`config.mk`:
```
export PLATFORM = sky130hd
export DESIGN_NAME = serial_word_collector
export DESIGN_NICKNAME = d
export VERILOG_FILES = /design/src/rtl/serial_word_collector.sv
export SDC_FILE = /design/constraint.sdc
export NUM_CORES = 1
export LEC_CHECK = 0
export CAP_MARGIN = 20
export CORE_ASPECT_RATIO = 1.4
export CORE_MARGIN = 4
export CORE_UTILIZATION = 40
export DETAILED_ROUTE_END_ITERATION = 10
export PLACE_DENSITY_LB_ADDON = 0.2
export SLEW_MARGIN = 10
export SYNTH_ARGS = -nofsm -noshare
export SYNTH_HDL_FRONTEND = slang
export SYNTH_SLANG_ARGS = --single-unit
```
`constraint.sdc`:
```
create_clock -name clk -period 2.1 [get_ports clk]
set_clock_uncertainty 0.1 [all_clocks]
set_input_delay 0.315 -clock clk [delete_from_list [all_inputs] [get_ports clk]]
set_output_delay 0.315 -clock clk [all_outputs]
set_load 0.02 [all_outputs]
```
`src/rtl/serial_word_collector.sv`:
```
// rtl/serial_word_collector.sv - reassembles an LSB-first serial bitstream into a parallel word
//
// Purpose: collects WIDTH serial bits following a start pulse (after LATENCY
// alignment edges) and presents the word through a valid/ready handshake.
//
// Ports:
//   clk        system clock, rising edge
//   areset     asynchronous active-high reset
//   start      single-cycle frame start pulse
//   bit_in     serial data, LSB first
//   out_ready  consumer accepts word_out this cycle
//   clear_err  synchronous clear of overrun
//   word_out   assembled word, stable while word_valid=1
//   word_valid word_out holds a complete, unconsumed word
//   busy       high while aligning or shifting
//   overrun    sticky: a start pulse was dropped
module serial_word_collector #(
  parameter int WIDTH   = 8,
  parameter int LATENCY = 1
) (
  input  logic             clk,
  input  logic             areset,
  input  logic             start,
  input  logic             bit_in,
  input  logic             out_ready,
  input  logic             clear_err,
  output logic [WIDTH-1:0] word_out,
  output logic             word_valid,
  output logic             busy,
  output logic             overrun
);

  localparam logic [1:0] IDLE  = 2'd0;
  localparam logic [1:0] ALIGN = 2'd1;
  localparam logic [1:0] SHIFT = 2'd2;
  localparam logic [1:0] HOLD  = 2'd3;

  localparam int CW = $clog2(WIDTH);
  localparam logic [CW-1:0] LAST_BIT   = CW'(WIDTH - 1);
  localparam logic [2:0]    ALIGN_LOAD = 3'(LATENCY >= 1 ? LATENCY - 1 : 0);
  // LATENCY=1 needs no idle alignment edge: the very next edge samples bit 0.
  localparam logic [1:0]    ENTRY      = (LATENCY >= 2) ? ALIGN : SHIFT;

  logic [1:0]       state;
  logic [1:0]       state_next;
  logic [2:0]       align_cnt;
  logic [CW-1:0]    bit_cnt;
  logic [WIDTH-1:0] shreg;
  logic             take_start;
  logic             drop_start;

  assign take_start = start && ((state == IDLE) || (state == HOLD && out_ready));
  assign drop_start = start && ((state == ALIGN) || (state == SHIFT) ||
                                (state == HOLD && !out_ready));

  always_comb begin
    state_next = state;
    case (state)
      IDLE:    if (start) state_next = ENTRY;
      ALIGN:   if (align_cnt == 3'd1) state_next = SHIFT;
      SHIFT:   if (bit_cnt == LAST_BIT) state_next = HOLD;
      HOLD:    if (out_ready) state_next = start ? ENTRY : IDLE;
      default: state_next = IDLE;
    endcase
  end

  always_ff @(posedge clk or posedge areset) begin
    if (areset) begin
      state      <= IDLE;
      align_cnt  <= 3'd0;
      bit_cnt    <= '0;
      shreg      <= '0;
      word_out   <= '0;
      word_valid <= 1'b0;
      busy       <= 1'b0;
      overrun    <= 1'b0;
    end else begin
      state <= state_next;
      busy  <= (state_next == ALIGN) || (state_next == SHIFT);

      // Set wins over a simultaneous clear.
      if (drop_start) begin
        overrun <= 1'b1;
      end else if (clear_err) begin
        overrun <= 1'b0;
      end

      case (state)
        ALIGN: align_cnt <= align_cnt - 3'd1;
        SHIFT: begin
          // Right-shifting in at the MSB leaves bit 0 at the LSB after WIDTH bits.
          shreg <= {bit_in, shreg[WIDTH-1:1]};
          if (bit_cnt == LAST_BIT) begin
            word_out   <= {bit_in, shreg[WIDTH-1:1]};
            word_valid <= 1'b1;
          end else begin
            bit_cnt <= bit_cnt + CW'(1);
          end
        end
        HOLD:    if (out_ready) word_valid <= 1'b0;
        default: ;
      endcase

      // Frame entry is identical from IDLE and from a consuming HOLD edge.
      if (take_start) begin
        align_cnt <= ALIGN_LOAD;
        if (LATENCY == 0) begin
          shreg   <= {bit_in, shreg[WIDTH-1:1]};
          bit_cnt <= CW'(1);
        end else begin
          bit_cnt <= '0;
        end
      end
    end
  end

endmodule
```
==> metrics.md, run 1 <==
| Metric | Value |
|---|---|
| Final Hold Vio Count | `0` |
| CP top delay family | `flip-flops` |
| Syn Area/Cell | `13.45 um^2` |
| CP Cell Sequence | `inv_1 > ha_1 > nor2b_1 > and2_1 > a311oi_2 > xor2_1` |
| Clk root buf | `clkbuf_8` |
| Sequential area share after synthesis | `52.58%` |
| First-pass GRT wire length | `3422 um` |
| Post-CTS Setup Bufs | `0` |
| Critical setup path kind | `reg2reg` |
| Post-CTS sizing | `0` |
| Synthesis-to-finish area growth | `22.95%` |
| CTS tree | `built` |
| Fin crit share | `84.18%` |
| FF-to-FF Start | `state[1]` |
| CP max stage delay | `0.42 ns` |
| Max-cap violations | `0` |
| Worst Path Arrival | `1.86 ns` |
| Clk_lat worst skew | `0.26 ns` |
| DRT iter0 DRCs | `10` |
| Largest net degree at the start of global routing | `27` |
| Most common cell after layout, fill and taps aside | `dfrtp_1` |
| Slew HR | `65.34%` |
| H-tree depth | `1` |
| Power Total | `2236 uW` |
| GR Util All Layers | `11.50%` |
| Final layout net count | `131` |
| Buffers on Ports | `16` |
| DP Wirelength | `1437 um` |
| Area of the core | `2907 um^2` |
| Final count of negative-setup-slack endpoints | `0` |
| Unrepaired setup endpoints after global routing | `no` |
| Netlist cell types | `24` |
| Crit. End Element | `register` |
| # DRC | `0` |
| Commonest non-fill, non-tap cells in the layout | `26 x dfrtp_1, 16 x clkdlybuf4s50_1, 15 x mux2_2, 9 x ha_1, 7 x inv_1` |
| Max stage delay cell, worst path | `dfrtp_1` |
| P_leak | `0.0006859 uW` |
| Die W | `55.01 um` |
| # fillers | `256` |
| Layout cells sized above 1 | `25.22%` |
| # diodes | `0` |
| Clock tree buffer depth | `2` |
| Setup TNS | `0 ns` |
| Worst-path clk slew | `0.08 ns` |
| Worst Path Required | `2.19 ns` |
| CP startpoint kind | `register` |
| Initial antenna violation count | `0` |
| Row cnt | `23` |
| Post-Syn Instances | `92` |
| Worst Tran Pin Value | `0.5189 ns` |
| Mapped Nets | `107` |
| Reg2reg end | `busy` |
| Place WS | `0.1015 ns` |
| Sink Count | `26` |
| Fin. max-slew vios | `0` |
| Post-synthesis register bit count | `26` |
| Vias after detailed routing | `741` |
| R2R setup slack | `0.33 ns` |
| Pre-Repair DR Iteration Count | `3` |
| F_max | `0.5657 GHz` |
| Number of placed I/O pins | `17` |
| Final WS setup | `0.3323 ns` |
| Worst Path Max Fanout | `5` |
| Clock buffer count from CTS | `3` |
| Routed Antenna Nets | `0` |
| Crit path time final | `1.768 ns` |
| Vias/cell | `4.875` |
| Synth Cell Area | `1237 um^2` |
| Number of global-route vias before repair | `799` |
| Die ar. | `4060 um^2` |
| Outcome | `finished, final reports clean` |
| Grt total ovfl | `0` |
| Final WL | `1951 um` |
| Chip height | `73.81 um` |
| Synth warn | `0` |
| Starting density of the core | `42.57%` |
| Min-delay worst type | `in2async` |
| Peak VDD IR | `0.7789 mV` |
| Drt wl/cell | `12.84 um` |
| Buf/Inv on CP | `1` |
| Power Dens Cells | `1470 nW/um^2` |
| Hold_buf cts | `0` |
| R2R depth | `6` |
| Global placer's final weighted congestion | `0.6861` |
## cells in the mapped netlist
cell type	number	area, um^2
a2111oi_4	1	27.53
a211oi_1	2	15.01
a211oi_2	1	12.51
a21oi_1	1	5.000
a22o_1	1	8.760
a2bb2oi_1	1	8.760
a311oi_2	1	15.01
and2_1	1	6.260
and2b_2	1	8.760
buf_4	1	7.510
dfrtp_1	26	650.6
ha_1	9	112.6
inv_1	7	26.28
mux2_2	15	168.9
mux2_4	1	15.01
mux2i_1	3	30.03
nand2_1	3	11.26
nand2b_1	2	12.51
nor2_1	5	18.77
nor2b_1	3	18.77
o21ai_0	2	10.01
o31ai_2	1	12.51
xnor2_1	2	17.52
xor2_1	2	17.52
## per-stage QoR
stage	hold slack [ns]	instances	area [um^2]	util, %
2_1_floorplan	0.2550	92	1237	-
3_3_place_gp	0.3924	148	1466	50.45
3_5_place_dp	0.3929	148	1466	50.45
4_1_cts	0.3143	152	1521	52.35
5_1_grt	0.3271	152	1521	52.35
6_report	0.3080	152	1521	52.35
## layout make-up
type	count	area (um^2)	area share, %
Multi-Input combinational cell	58	553.0	36.35
Timing Repair Buffer	20	190.2	12.50
Tap cell	37	46.29	3.043
Inverter	7	26.28	1.727
Clock buffer	4	55.05	3.618
Sequential cell	26	650.6	42.76
## worst max path at each step
stage	start	endpoint	slack, ns	cells past startpoint
after global routing	state[1]	busy	0.24	6
after global placement	out_ready	busy	0.12	5
after CTS	state[0]	word_out[0]	0.34	5
after detailed placement	out_ready	busy	0.10	5
final	state[1]	busy	0.33	6
after floorplan	bit_cnt[0]	busy	0.41	6
## worst register-to-register path, stage by stage (launching register included)
cell	delay, ns
dfrtp_1	0.42
inv_1	0.13
ha_1	0.29
nor2b_1	0.17
and2_1	0.16
a311oi_2	0.25
xor2_1	0.17
## power by group
part	internal, uW	switching (uW)	total (uW)
sequential	734	138	871
combinational	556	500	1060
clock	167	141	308
## cell families (layout without fill, tap and decap cells)
kind of cell	after synthesis	in the layout	synth area share, %
buffers and inverters	8	31	2.731
and+or+nand+nor	15	15	6.168
xor gates and xnor gates	4	4	2.832
muxes	19	19	17.29
AOI/OAI and AO/OA	11	11	9.301
adders and majority gates	9	9	9.100
DFF	26	26	52.58
## routing by layer
| layer | track usage [%] | vias up | wire length [um] |
|---|---|---|---|
| met5 | 0 | - | 0 |
| met4 | 5.676 | 0 | 17 |
| met3 | 2.028 | 2 | 71 |
| met2 | 18.68 | 12 | 1002 |
| met1 | 14.25 | 368 | 859 |
| li1 | - | 359 | - |
## sequential cells by signal, summed over array words and instances (netlist names)
register / count
word_valid: 1
align_cnt: 3
shreg: 7
busy: 1
state: 2
bit_cnt: 3
word_out: 8
overrun: 1
Power figures use the tool's default switching activity.
==> run 2: changes to the inputs <==
==> constraint.sdc (replaced) <==
create_clock -name clk -period 1.7 [get_ports clk]
set_clock_uncertainty 0.1 [all_clocks]
set_input_delay 0.255 -clock clk [delete_from_list [all_inputs] [get_ports clk]]
set_output_delay 0.255 -clock clk [all_outputs]
set_load 0.02 [all_outputs]
==> run 2 against run 1 <==
Net effect: sequential power is 25% higher; setup slack worse by 0.29 ns; count of clock-buffer cells in the layout down 1; first-iteration DRC count down 10%; fmax is 6.6% higher; core utilization up 4.1 points; register-to-register slack got worse by 0.29 ns; critical path depth down 1; combinational power up 44%; critical path type unchanged; highest routed layer unchanged.
==> metrics.md, run 2 (synthesis results as in run 1) <==
| Metric | Value |
|---|---|
| Fin. max-slew vios | `0 (unchanged)` |
| CP startpoint kind | `register` |
| H-tree depth | `1 (unchanged)` |
| GR Util All Layers | `12.31% (+0.81 points)` |
| Final Hold Vio Count | `0 (unchanged)` |
| Final WS setup | `0.04235 ns (-0.2899 ns)` |
| Min-delay worst type | `in2async` |
| First-pass GRT wire length | `3657 um (+6.9%)` |
| Max FFs per register | `8 (unchanged)` |
| Vias/cell | `4.945 (+1.4%)` |
| R2R depth | `5 (-1)` |
| Largest net degree at the start of global routing | `27 (unchanged)` |
| Worst Path Required | `1.75 ns (-0.44 ns)` |
| Final WL | `2230 um (+14%)` |
| Power Dens Cells | `1802 nW/um^2 (+23%)` |
| Routed Antenna Nets | `0 (unchanged)` |
| Final layout net count | `143 (+9.2%)` |
| Crit. End Element | `register` |
| # diodes | `0 (unchanged)` |
| Most common cell after layout, fill and taps aside | `dfrtp_1` |
| Die ar. | `4060 um^2 (unchanged)` |
| # fillers | `260 (+1.6%)` |
| Buffers on Ports | `16 (unchanged)` |
| Setup TNS | `0 ns (unchanged)` |
| Fin crit share | `97.51% (+13 points)` |
| Crit path time final | `1.658 ns (-0.1101 ns)` |
| P_leak | `0.0007468 uW (+8.9%)` |
| Critical setup path kind | `reg2reg` |
| DRT iter0 DRCs | `9 (-1)` |
| Reg area | `651.9 um^2 (+0.19%)` |
| # DRC | `0 (unchanged)` |
| Outcome | `finished, final reports clean` |
| Biggest regs | `word_out x8, shreg x7` |
| Clock buffer count from CTS | `3 (unchanged)` |
| Synthesis-to-finish area growth | `32.66%` |
| DP Wirelength | `1583 um (+10%)` |
| Chip height | `73.81 um (unchanged)` |
| Largest Register | `word_out` |
| Final core utilization | `56.48% (+4.1 points)` |
| Grt total ovfl | `0 (unchanged)` |
| Unrepaired setup endpoints after global routing | `yes` |
| Worst-path clk slew | `0.08 ns (about the same)` |
| Peak VDD IR | `1.115 mV (+43%)` |
| Row cnt | `23 (unchanged)` |
| Multi-input logic area | `580.6 um^2 (+5.0%)` |
| Worst Path Arrival | `1.70 ns (-0.16 ns)` |
| Final count of negative-setup-slack endpoints | `0 (unchanged)` |
| Area of the core | `2907 um^2 (unchanged)` |
| Initial antenna violation count | `0 (unchanged)` |
| CTS tree | `built` |
| Global placer's final weighted congestion | `0.7528 (+9.7%)` |
| Worst Tran Pin Value | `0.3225 ns (-0.1963 ns)` |
| Place WS | `-0.3073 ns (-0.4088 ns)` |
| Number of placed I/O pins | `17 (unchanged)` |
| Commonest non-fill, non-tap cells in the layout | `25 x dfrtp_1, 15 x mux2_2, 15 x clkdlybuf4s50_1, 14 x buf_4, 6 x ha_1` |
| Sink Count | `26 (unchanged)` |
| F_max | `0.6033 GHz (+6.6%)` |
| Clock tree buffer depth | `2 (unchanged)` |
| Clk_lat worst skew | `0.26 ns (about the same)` |
| Worst Path Max Fanout | `4 (-1)` |
| Die W | `55.01 um (unchanged)` |
| Vias after detailed routing | `806 (+8.8%)` |
| Starting density of the core | `42.57% (unchanged)` |
| Drt wl/cell | `13.68 um (+6.6%)` |
| Power Total | `2957 uW (+32%)` |
| Slew HR | `78.50% (+13 points)` |
| Layout cells sized above 1 | `36.51% (+11 points)` |
| Number of global-route vias before repair | `840 (+5.1%)` |
| Clk root buf | `clkbuf_8` |
| Pre-Repair DR Iteration Count | `4 (+1)` |
| Max-cap violations | `0 (unchanged)` |
[run 2: path summary, 6_finish.rpt]
| check | startpoint | slack (ns) | to |
|---|---|---|---|
| setup reg to reg | state[1] | 0.04 | busy |
| setup / recovery | state[1] | 0.04 | busy |
| max in group asynchronous | areset | 1.00 | state[1] |
| min in group clk | out_ready | 0.41 | word_valid |
| hold reg to reg | word_out[4] | 0.41 | word_out[4] |
| hold / removal | areset | 0.24 | word_out[7] |
[run 2: layer usage]
layer	track usage, %	up-vias	part of all wire [%]
li1	-	385	-
met1	14.88	405	44
met2	20.66	14	53
met3	2.637	2	2.6
met4	4.865	0	0.76
met5	0	-	0
[run 2: per-stage QoR]
| stage | area [um^2] | instances | hold WS, ns |
|---|---|---|---|
| 2_1_floorplan | 1237 | 92 | 0.1950 |
| 3_3_place_gp | 1531 | 155 | 0.3925 |
| 3_5_place_dp | 1531 | 155 | 0.3956 |
| 4_1_cts | 1582 | 159 | 0.2492 |
| 5_1_grt | 1642 | 163 | 0.2785 |
| 6_report | 1642 | 163 | 0.2391 |
[run 2: layout make-up]
class | count | share of cell area, %
Timing Repair Buffer | 32 | 17.99
Multi-Input combinational cell | 58 | 35.37
Tap cell | 37 | 2.820
Inverter | 7 | 1.601
Clock buffer | 3 | 2.515
Sequential cell | 26 | 39.71
[run 2: worst max-delay path, stage by stage, from the launching register on]
cell      delay, ns
dfrtp_2        0.47
buf_6          0.13
mux2_4         0.29
a211oi_2       0.25
a311oi_2       0.14
xor2_1         0.16
[run 2: timing repair]
action                                  4_1_cts  5_1_grt
setup buffers                                 1        4
pin swaps                                     0        2
hold buffers                                  0        0
endpoints found under the setup margin        1        1
gates resized for setup                       2        8
[run 2: power by group]
part	switching, uW	internal, uW	leakage, uW	total (uW)
registers	184	909	0.000317	1090
logic	678	852	0.000408	1530
clock network	176	158	0.0000216	334
==> run 3: changes to the inputs <==
--- a/config.mk
+++ b/config.mk
@@ -7,7 +7,7 @@
 export LEC_CHECK = 0
 export CAP_MARGIN = 20
 export CORE_ASPECT_RATIO = 1.4
-export CORE_MARGIN = 4
+export CORE_MARGIN = 10
 export CORE_UTILIZATION = 40
 export DETAILED_ROUTE_END_ITERATION = 10
 export PLACE_DENSITY_LB_ADDON = 0.2
==> run 3 against run 2 <==
Net effect: wire length grew 4.8%; die area grew 42%; core utilization decreased by 1.2 points; worst hold slack got worse by 0.0041 ns; clock power increased by 1%; critical path type unchanged; largest power group unchanged; highest routed layer unchanged.
==> metrics.md, run 3 (synthesis results as in run 1) <==
| Metric | Value |
|---|---|
| Final Hold Vio Count | `0 (unchanged)` |
| Final WL | `2336 um (+4.8%)` |
| Final count of negative-setup-slack endpoints | `0 (unchanged)` |
| Biggest regs | `word_out x8, shreg x7` |
| Max-cap violations | `0 (unchanged)` |
| Area of the core | `2907 um^2 (unchanged)` |
| R2R depth | `6 (+1)` |
| Critical setup path kind | `reg2reg` |
| CTS tree | `built` |
| CP Cell Sequence | `inv_1 > ha_2 > nor2b_1 > and2_1 > a311oi_2 > xor2_1` |
| Largest net degree at the start of global routing | `27 (unchanged)` |
| CP Depth | `6 (+1)` |
| Clock buffer count from CTS | `3 (unchanged)` |
| Crit path time final | `1.690 ns (+0.03234 ns)` |
| Clock tree buffer depth | `2 (unchanged)` |
| Sink Count | `26 (unchanged)` |
| Clock share of power | `11.8% (+0.5 points)` |
| Fin. max-slew vios | `0 (unchanged)` |
| Chip height | `85.81 um (+16%)` |
| Number of global-route vias before repair | `890 (+6.0%)` |
| Unrepaired setup endpoints after global routing | `yes` |
| Vias after detailed routing | `794 (-1.5%)` |
| Worst Path Required | `1.79 ns (+0.04 ns)` |
| Layout cells sized above 1 | `33.87% (-2.6 points)` |
| Die W | `67.01 um (+22%)` |
| Worst Path Max Fanout | `5 (+1)` |
| Row cnt | `23 (unchanged)` |
| Most common cell after layout, fill and taps aside | `dfrtp_1` |
| Buf/Inv on CP | `1 (unchanged)` |
| Net Switching | `1023 uW (-1.5%)` |
| # fillers | `259 (-0.38%)` |
| Reg area | `650.6 um^2 (-0.19%)` |
| DP Wirelength | `1775 um (+12%)` |
| R2R setup slack | `0.01 ns (-0.03 ns)` |
| Min-delay worst type | `in2async` |
| Peak VDD IR | `1.005 mV (-9.9%)` |
| Crit path capture | `busy` |
| Global placer's final weighted congestion | `0.7697 (+2.2%)` |
| Power Total | `2879 uW (-2.6%)` |
| Max stage delay cell, worst path | `dfrtp_1` |
| Worst Path Arrival | `1.78 ns (+0.08 ns)` |
| CP Launch Point | `state[1]` |
| Vias/cell | `4.932 (-0.27%)` |
| Multi-input logic area | `565.5 um^2 (-2.6%)` |
| Buffers on Ports | `16 (unchanged)` |
| Clk root buf | `clkbuf_8` |
| Combinational share of power | `50.7% (-1.0 points)` |
| Crit. End Element | `register` |
| Placed Cells | `158 (+1.9%)` |
| # DRC | `0 (unchanged)` |
| Hold_buf cts | `0 (unchanged)` |
| Reg2reg end | `busy` |
| CP startpoint kind | `register` |
| GR Util All Layers | `8.782% (-3.5 points)` |
| First-pass GRT wire length | `3988 um (+9.1%)` |
| CP top delay family | `flip-flops` |
| Fin crit share | `99.41% (+1.9 points)` |
| Die ar. | `5750 um^2 (+42%)` |
| Power Dens Cells | `1791 nW/um^2 (-0.60%)` |
| Starting density of the core | `42.57% (unchanged)` |
| Switching Share | `35.54% (+0.42 points)` |
| Worst-path clk slew | `0.08 ns (about the same)` |
| Routed Antenna Nets | `0 (unchanged)` |
| CP max stage delay | `0.43 ns (-0.04 ns)` |
| DRT iter0 DRCs | `9 (unchanged)` |
| Drt wl/cell | `14.51 um (+6.1%)` |
| Initial antenna violation count | `0 (unchanged)` |
| Final layout net count | `141 (-1.4%)` |
| Synthesis-to-finish area growth | `29.93%` |
| Reg power frac | `37.5% (+0.5 points)` |
| Final core utilization | `55.32% (-1.2 points)` |
| Commonest non-fill, non-tap cells in the layout | `26 x dfrtp_1, 16 x clkdlybuf4s50_1, 15 x mux2_2, 13 x buf_4` |
| Internal power | `1856 uW (-3.3%)` |
| Clk_lat worst skew | `0.26 ns (about the same)` |
| H-tree depth | `1 (unchanged)` |
| Number of placed I/O pins | `17 (unchanged)` |
| # diodes | `0 (unchanged)` |
| Largest Register | `word_out` |
| Pre-Repair DR Iteration Count | `2 (-2)` |
| Outcome | `finished, final reports clean` |
| Finished Layout Cells | `161 (-1.2%)` |
| Slew HR | `77.83% (-0.67 points)` |
| P_leak | `0.0007347 uW (-1.6%)` |
| FF-to-FF Start | `state[1]` |
| F_max | `0.5917 GHz (-1.9%)` |
| Worst Tran Pin Value | `0.3326 ns (+0.01007 ns)` |
| Grt total ovfl | `0 (unchanged)` |
| Max FFs per register | `8 (unchanged)` |
-- run 3: worst min-delay path by stage --
stage	startpoint	end	slack (ns)	depth (start not counted)
2_1_floorplan	areset	align_cnt[0]	0.20	1
3_3_place_gp	word_out[7]	word_out[7]	0.39	1
3_5_place_dp	word_out[4]	word_out[4]	0.39	1
4_1_cts	areset	bit_cnt[1]	0.25	3
5_1_grt	areset	bit_cnt[1]	0.26	3
6_report	areset	word_out[0]	0.24	3
-- run 3: cell type report --
cell class	count	area share, %
flip-flops and latches	26	40.47
multi-input cells	58	35.18
well taps	37	2.879
inverters	7	1.634
clock buffers	3	2.568
repair buffers	30	17.28
-- run 3: layer usage --
metal	vias up	track usage [%]	wire length (um)	part of all wire, %
li1	378	-	-	-
met1	398	9.014	916	39
met2	14	14.62	1206	52
met3	4	3.776	180	7.7
met4	0	4.494	33	1.4
met5	-	0	0	0
-- run 3: power by group through the flow --
stage          clock network [uW]  registers (uW)  logic (uW)
3_5_place_dp                    0            1090        1450
3_3_place_gp                    0            1080        1410
4_1_cts                       350            1090        1470
2_1_floorplan                   0            1190         800
6_report                      339            1080        1460
5_1_grt                       375            1120        1610
-- run 3: worst min-delay path, delay by kind of cell --
kind     cells  cell delay (ns)
buf+inv      3             0.75
-- run 3: what timing repair did --
action,CTS,global route
buffers inserted,0,0
gates cloned,0,0
setup endpoints to repair,1,10
resized for setup,2,2
-- run 3: per-stage QoR --
step                setup TNS, ns  setup WS, ns  hold slack [ns]  instance area (um^2)
detailed placement        -0.3991       -0.2694           0.3914                  1554
floorplan                       0       0.01163           0.1950                  1237
finish                          0       0.01001           0.2350                  1608
global route             -0.04245      -0.04245           0.2594                  1608
global placement          -0.3078       -0.2261           0.3913                  1554
CTS                             0      0.007555           0.2487                  1600
